`src/rtl/hash_validator.sv`:
```
// Checks a SHA result against a 256-bit difficulty target, one 32-bit word per cycle from MSW down.
// Optional hashCount statistics counter is enabled by defining HASH_VALIDATOR_STATS_EN.
module hash_validator (
  input  logic         clk,
  input  logic         n_rst,
  input  logic         loadTarget,
  input  logic [255:0] targetIn,
  input  logic         complete,
  input  logic [255:0] hashIn,
  input  logic         clrResults,
  output logic         valid,
  output logic         finishedValidating,
  output logic         busy,
  output logic [255:0] resultHash
`ifdef HASH_VALIDATOR_STATS_EN
  ,
  output logic [31:0]  hashCount
`endif
);

  typedef enum logic [1:0] {IDLE, COMPARE, PASS, FAIL} state_t;

  state_t        state_reg, state_next;
  logic [255:0]  target_reg;
  logic [255:0]  hash_reg;
  logic [2:0]    idx_reg, idx_next;
  logic          hash_load;
  logic [31:0]   hash_words   [8];
  logic [31:0]   target_words [8];
  logic [31:0]   hash_word;
  logic [31:0]   target_word;

  generate
    for (genvar gi = 0; gi < 8; gi++) begin : g_words
      assign hash_words[gi]   = hash_reg[32*gi +: 32];
      assign target_words[gi] = target_reg[32*gi +: 32];
    end
  endgenerate

  assign hash_word   = hash_words[idx_reg];
  assign target_word = target_words[idx_reg];

  always_comb begin
    state_next = state_reg;
    idx_next   = idx_reg;
    hash_load  = 1'b0;
    case (state_reg)
      IDLE: begin
        // A simultaneous target load wins; the hash is dropped.
        if (complete && !loadTarget) begin
          hash_load  = 1'b1;
          idx_next   = 3'd7;
          state_next = COMPARE;
        end
      end
      COMPARE: begin
        if (loadTarget)
          state_next = IDLE;
        else if (hash_word < target_word)
          state_next = PASS;
        else if (hash_word > target_word)
          state_next = FAIL;
        else if (idx_reg == 3'd0)
          state_next = PASS;
        else
          idx_next = idx_reg - 3'd1;
      end
      PASS: begin
        if (clrResults)
          state_next = IDLE;
      end
      FAIL: begin
        state_next = IDLE;
      end
      default: begin
        state_next = IDLE;
      end
    endcase
  end

  always_ff @(posedge clk or negedge n_rst) begin
    if (!n_rst) begin
      state_reg  <= IDLE;
      idx_reg    <= 3'd0;
      target_reg <= '0;
      hash_reg   <= '0;
    end else begin
      state_reg <= state_next;
      idx_reg   <= idx_next;
      if (loadTarget)
        target_reg <= targetIn;
      if (hash_load)
        hash_reg <= hashIn;
    end
  end

  assign valid              = (state_reg == PASS);
  assign finishedValidating = (state_reg == FAIL);
  assign busy               = (state_reg == COMPARE);
  assign resultHash         = hash_reg;

`ifdef HASH_VALIDATOR_STATS_EN
  logic [31:0] count_reg, count_next;
  logic        judged;

  assign judged = (state_reg == COMPARE) &&
                  ((state_next == PASS) || (state_next == FAIL));

  // A clear coinciding with a verdict leaves that verdict counted.
  always_comb begin
    count_next = count_reg;
    if (clrResults)
      count_next = judged ? 32'd1 : 32'd0;
    else if (judged && (count_reg != 32'hFFFF_FFFF))
      count_next = count_reg + 32'd1;
  end

  always_ff @(posedge clk or negedge n_rst) begin
    if (!n_rst)
      count_reg <= '0;
    else
      count_reg <= count_next;
  end

  assign hashCount = count_reg;
`endif

endmodule

```
`config.mk`:
```
export PLATFORM = sky130hd
export DESIGN_NAME = hash_validator
export DESIGN_NICKNAME = d
export VERILOG_FILES = /design/src/rtl/hash_validator.sv
export SDC_FILE = /design/constraint.sdc
export NUM_CORES = 1
export LEC_CHECK = 0
export ABC_AREA = 1
export CORE_AREA = 2 2 303 305
export CTS_BUF_LIST = sky130_fd_sc_hd__clkbuf_4 sky130_fd_sc_hd__clkbuf_8 sky130_fd_sc_hd__clkbuf_16
export DETAILED_ROUTE_END_ITERATION = 6
export DIE_AREA = 0 0 305 307
export PLACE_DENSITY = 0.58
export SETUP_SLACK_MARGIN = 0.15
export SYNTH_ARGS = -nofsm -noshare
export SYNTH_HDL_FRONTEND = slang
export SYNTH_SLANG_ARGS = --single-unit
```
`constraint.sdc`:
```
create_clock -name clk -period 3.5 [get_ports clk]
set_input_delay 1.05 -clock clk [delete_from_list [all_inputs] [get_ports clk]]
set_output_delay 1.05 -clock clk [all_outputs]
set_load 0.1 [all_outputs]
```
==> results of run 1 <==
==> metrics by stage <==
| stage | std cells | instance area, µm² |
|---|---|---|
| after floorplan | 2661 | 25300 |
| after global placement | 4537 | 34000 |
| after detailed placement | 4537 | 34000 |
| after CTS | 4645 | 36100 |
| after global routing | 4669 | 36500 |
| final | 4671 | 36500 |
==> metal layers <==
metal | global-route usage, % | vias to the layer above | share of wire, %
met3 | 4.28 | 145 | 5.9
met2 | 38.1 | 791 | 49
met5 | 0 | - | 0.058
li1 | - | 10400 | -
met1 | 29.6 | 11000 | 43
met4 | 6.33 | 10 | 2.5
==> area by class of cell <==
type	instances	share of cell area, %
inverters	155	1.68
repair buffers	884	23.2
well taps	1186	4.07
multi-input cells	1805	29.7
clock buffers	84	4.88
clock inverters	24	0.793
repair inverters	1	0.0240
diodes	15	0.103
flip-flops and latches	517	35.5
==> worst max path at each step <==
stage | startpoint | to | slack (ns) | depth (start not counted)
2_1_floorplan | state_reg[1]$_DFFE_PN0P_ | valid | 0.72 | 2
5_1_grt | idx_reg[0]$_DFFE_PN0P_ | idx_reg[2]$_DFFE_PN0P_ | 0.07 | 24
3_3_place_gp | idx_reg[0]$_DFFE_PN0P_ | idx_reg[2]$_DFFE_PN0P_ | 0.13 | 24
4_1_cts | idx_reg[0]$_DFFE_PN0P_ | idx_reg[2]$_DFFE_PN0P_ | 0.15 | 20
3_5_place_dp | idx_reg[0]$_DFFE_PN0P_ | idx_reg[2]$_DFFE_PN0P_ | 0.14 | 17
6_report | idx_reg[0]$_DFFE_PN0P_ | idx_reg[2]$_DFFE_PN0P_ | 0.34 | 24
==> critical path: cells and delay by family (launching register included) <==
kind                     cells  cell delay (ns)
buffers and inverters        5             0.72
AO/OA/AOI/OAI                3             0.41
AND/OR/NAND/NOR             15             1.06
adder cells (fa/ha/maj)      1             0.26
flip-flops                   1             0.56
==> cell families (layout without fill, tap and decap cells) <==
family,Yosys count,after routing,synth area share (%)
buf+inv,339,1148,6.49
flops,517,517,51.2
fa+ha+maj,34,34,1.68
other cells,0,15,0
simple gates,916,916,14.1
compound gates,599,599,12.2
mux,256,256,14.4
==> timing repair <==
item / in CTS / in global routing
resized for setup: 4 / 49
endpoints found under the setup margin: 3 / 5
buffers inserted: 0 / 5
pin swaps: 0 / 8
cloned: 0 / 6
hold buffers: 0 / 0
==> cell usage after synthesis (2+ instances only) <==
library cell	n	area, µm²
buf_2	67	335
nand2_1	603	2260
buf_4	3	22.5
mux2_4	200	3000
nand3_1	70	350
buf_6	36	405
buf_1	16	60.1
o22ai_1	32	200
a31oi_1	32	200
a21oi_1	142	711
dfrtp_1	517	12900
nand4_1	2	12.5
nor3_1	2	10.0
mux2_2	10	113
inv_2	6	22.5
nor2_2	3	18.8
o21ai_0	313	1570
inv_1	148	556
mux2_1	46	518
ha_1	34	425
nor2_1	232	871
o21ai_1	77	385
clkbuf_1	62	233
==> run_results.csv, run 1 <==
group,metric,value,unit
clock_tree,cts_sinks,517,
sta,setup_viol,0,
route,routed_wl,111000,µm
sta,hold_slack,0.445,ns
synth,synth-seq-cells,517,
final_layout,multi_input_area,0.0108,mm²
critical_path,reg2reg_to,"idx_reg[2]$_DFFE_PN0P_",
final_layout,area_delta_synth_final,44.2,%
grt,grt_use_total,22.6,%
synth,synthFlopType,"dfrtp_1",
clock_tree,cts_tree,"done",
route,wl_per_cell,23.7,µm
clock_tree,clock-root-buffer,"clkbuf_16",
sta,hold_viol,0,
critical_path,crit_path_frequent_cell,"nand2_1",
final_layout,layout_commonest_cell,"nand2_1",
clock_tree,cts_made_buffers,60,
critical_path,critPathLaunchType,"register",
placed_design,io_buffers,775,
job,drv_cap,0,
clock_tree,cts_htree_levels,2,
critical_path,crit_required,4.01,ns
synth,async_reset_ff_share,100,%
sta,fmax,316,MHz
floorplanning,die_y,307,µm
critical_path,r2r_start,"idx_reg[0]$_DFFE_PN0P_",
placed_design,dp_hpwl,84700,µm
run_status,status,"finished clean",
synth,netlist_area,0.0253,mm²
sta,finalCritPeriodShare,90.3,%
grt,grt_pass1_wl,156000,µm
sta,rsz0062_at_grt,"no",
floorplanning,core_area,0.0907,mm²
critical_path,crit_type,"reg2reg",
floorplanning,die_area,0.0936,mm²
synth,synth_edf_count,0,
critical_path,reg2reg_depth,24,
route,viasPerCell,4.79,
floorplanning,initial_core_util,27.9,%
critical_path,critPathSlowestCell,"dfrtp_4",
critical_path,cp_max_fo,27,
route,drt_first_pass_iters,5,
clock_tree,cts_max_path_buffers,3,
synth,syn_area_per_cell,9.50,µm²
sta,maxSlewHeadroom,46.6,%
final_layout,final_cell_mix,"nand2_1 (599), clkdlybuf4s50_1 (514), dfrtp_1 (514)",
critical_path,crit_chain,"buf_12 > buf_16 > buf_6 > o21ai_0 > o22ai_2 > nor2_2 > a31oi_1 > buf_4 > ha_1 > nand2_1 > inv_1 > nand2_1 > nand2_1 > nand2_1 > nand2_1 > nand2_1 > nand2_2 > nand2_1 > nand2_2 > nand2_1 > nand2_2 > nand2_2 > nand2_1 > nand2_1",
grt,antenna_found_initial,22,
synth,ys_types,31,
route,vias,22400,
sta,worst_pin_slew,0.802,ns
floorplanning,ios,776,
synth,syn-num-nets,3212,
sta,finClkSkew,0.0200,ns
placed_design,gp_congestion,0.871,
critical_path,endpoint_kind,"register",
route,drc,0,
synth,ys_warn_count,0,
grt,grt.overflow.total,0,
floorplanning,die_w,305,µm
sta,period_minus_slack,3.16,ns
grt,grt_max_degree,152,
sta,fin_ws,0.340,ns
final_layout,nets,3975,
final_layout,drive_gt1_share,21.2,%
final_layout,ff_latch_area,0.0129,mm²
synth,netlist_instances,2661,
critical_path,cp.arrival,3.67,ns
clock_tree,clock_latency,0.62,ns
grt,grt_pass1_vias,22400,
critical_path,critPathMaxStageDelay,0.56,ns
final_layout,nFillCells,9076,
floorplanning,num_rows,111,
hold_path,hp-class,"in2async",
clock_tree,clkSlewWorstSetupHoldPaths,0.06,ns
synth,yosysSeqAreaShare,51.2,%
placed_design,dp_slack,0.138,ns
critical_path,r2r_slack,0.34,ns
final_layout,fin_util,40.2,%
sta,slew_viol_final,0,
route,drt_iter0_drc,1709,
sta,fin_setup_tns,0,ns
route,ant_nets,0,
Power of run 1 is not shown: default switching activity piles up to over one toggle a cycle in this logic, so the estimate is an artifact.
==> run 2, diff against run 1 <==
- SKIP_CTS_REPAIR_TIMING: unset -> 1
==> run 2 against run 1 <==
- worst setup slack about the same
- clock-buffer cell count unchanged
- critical endpoint unchanged
- hold slack worse by 0.0019 ns
- utilization up 0.070 points
- register-to-register slack about the same
- sequential share of layout area down 0.062 points
- die area unchanged
- clock skew down 0.00084 ns
- final area up 0.17%
- maximum frequency about the same
- highest routed layer unchanged
==> run_results.csv, run 2 (same netlist as run 1, synthesis figures left out) <==
group,metric,value,unit
run_status,status,"finished clean",
grt,grt.overflow.total,0,
route,routed_wl,111000,µm
critical_path,critPathLaunchType,"register",
critical_path,crit_required,4.01,ns
sta,rsz0062_at_grt,"no",
route,wl_per_cell,23.7,µm
clock_tree,cts_max_path_buffers,3,
clock_tree,cts_sinks,517,
critical_path,crit_family,"simple AND/OR/NAND/NOR gates",
final_layout,drive_gt1_share,21.3,%
clock_tree,clkSlewWorstSetupHoldPaths,0.06,ns
critical_path,reg2reg_to,"idx_reg[2]$_DFFE_PN0P_",
sta,setup_viol,0,
route,viasPerCell,4.78,
critical_path,crit_path_frequent_cell,"nand2_1",
floorplanning,ios,776,
placed_design,dp_hpwl,84700,µm
critical_path,r2r_start,"idx_reg[0]$_DFFE_PN0P_",
critical_path,path_buf_inv,5,
critical_path,worstSetupStartpoint,"idx_reg[0]$_DFFE_PN0P_",
final_layout,ff_latch_area,0.0129,mm²
floorplanning,die_y,307,µm
final_layout,final_cell_mix,"nand2_1 (599), clkdlybuf4s50_1 (514), dfrtp_1 (514)",
clock_tree,clock-root-buffer,"clkbuf_16",
route,drt_iter0_drc,1755,
final_layout,layout_commonest_cell,"nand2_1",
grt,grt_pass1_vias,22400,
sta,hold_viol,0,
critical_path,critPathSlowestCell,"dfrtp_4",
floorplanning,num_rows,111,
sta,hold_slack,0.443,ns
sta,fin_setup_tns,0,ns
grt,grt_max_degree,152,
placed_design,gp_congestion,0.871,
grt,grt_use_total,22.6,%
sta,worst_pin_slew,0.815,ns
final_layout,multi_input_area,0.0108,mm²
critical_path,reg2reg_depth,24,
clock_tree,clock_latency,0.62,ns
sta,slew_viol_final,0,
critical_path,r2r_slack,0.34,ns
clock_tree,cts_tree,"done",
sta,finClkSkew,0.0192,ns
route,vias,22300,
hold_path,hp-class,"in2async",
route,ant_nets,0,
floorplanning,initial_core_util,27.9,%
floorplanning,die_area,0.0936,mm²
critical_path,endpoint_kind,"register",
floorplanning,core_area,0.0907,mm²
placed_design,io_buffers,775,
sta,finalCritPeriodShare,90.3,%
sta,maxSlewHeadroom,45.7,%
critical_path,crit_chain,"buf_12 > buf_16 > buf_8 > o21ai_0 > o22ai_2 > nor2_2 > a31oi_1 > buf_4 > ha_1 > nand2_1 > inv_1 > nand2_1 > nand2_1 > nand2_1 > nand2_1 > nand2_1 > nand2_2 > nand2_1 > nand2_2 > nand2_1 > nand2_2 > nand2_2 > nand2_1 > nand2_1",
route,drt_first_pass_iters,6,
route,drc,0,
final_layout,nets,3982,
critical_path,cp_max_fo,27,
critical_path,cp_num_cells,24,
clock_tree,cts_htree_levels,2,
critical_path,cp.arrival,3.67,ns
sta,fmax,316,MHz
critical_path,crit_type,"reg2reg",
final_layout,nFillCells,9072,
grt,antenna_found_initial,22,
job,drv_cap,0,
floorplanning,die_w,305,µm
sta,period_minus_slack,3.16,ns
critical_path,critPathMaxStageDelay,0.57,ns
clock_tree,cts_made_buffers,60,
grt,grt_pass1_wl,156000,µm
final_layout,area_delta_synth_final,44.5,%
## run 2: worst max path at each step
stage / endpoint
floorplan: valid
global placement: idx_reg[2]$_DFFE_PN0P_
detailed placement: idx_reg[2]$_DFFE_PN0P_
CTS: idx_reg[2]$_DFFE_PN0P_
global route: idx_reg[2]$_DFFE_PN0P_
finish: idx_reg[2]$_DFFE_PN0P_
## run 2: routing by layer
| metal | global-route usage [%] | up-vias | routed length, µm | part of all wire (%) |
|---|---|---|---|---|
| li1 | - | 10400 | - | - |
| met5 | 0 | - | 64 | 0.058 |
| met1 | 29.6 | 11000 | 47400 | 43 |
| met2 | 38.0 | 787 | 53700 | 49 |
| met3 | 4.31 | 144 | 6900 | 6.2 |
| met4 | 6.36 | 10 | 2700 | 2.4 |
## run 2: layout make-up
| type | count | share of cell area, % |
|---|---|---|
| Antenna cell | 14 | 0.0959 |
| Clock buffer | 84 | 4.87 |
| Clock inverter | 24 | 0.791 |
| Inverter | 155 | 1.68 |
| Multi-Input combinational cell | 1805 | 29.6 |
| Sequential cell | 517 | 35.4 |
| Tap cell | 1186 | 4.06 |
| Timing Repair Buffer | 891 | 23.4 |
| Timing Repair inverter | 1 | 0.0240 |
## run 2: stage by stage
step | util (%) | cell area (µm²) | instances | setup WS [ns]
after floorplan | - | 25300 | 2661 | 0.715
after global placement | 37.5 | 34000 | 4537 | 0.128
after detailed placement | 37.5 | 34000 | 4537 | 0.138
after CTS | 39.8 | 36000 | 4645 | 0.105
after global routing | 40.3 | 36500 | 4676 | 0.0571
final | 40.3 | 36500 | 4677 | 0.340
Power of run 2 is left out for the same reason.
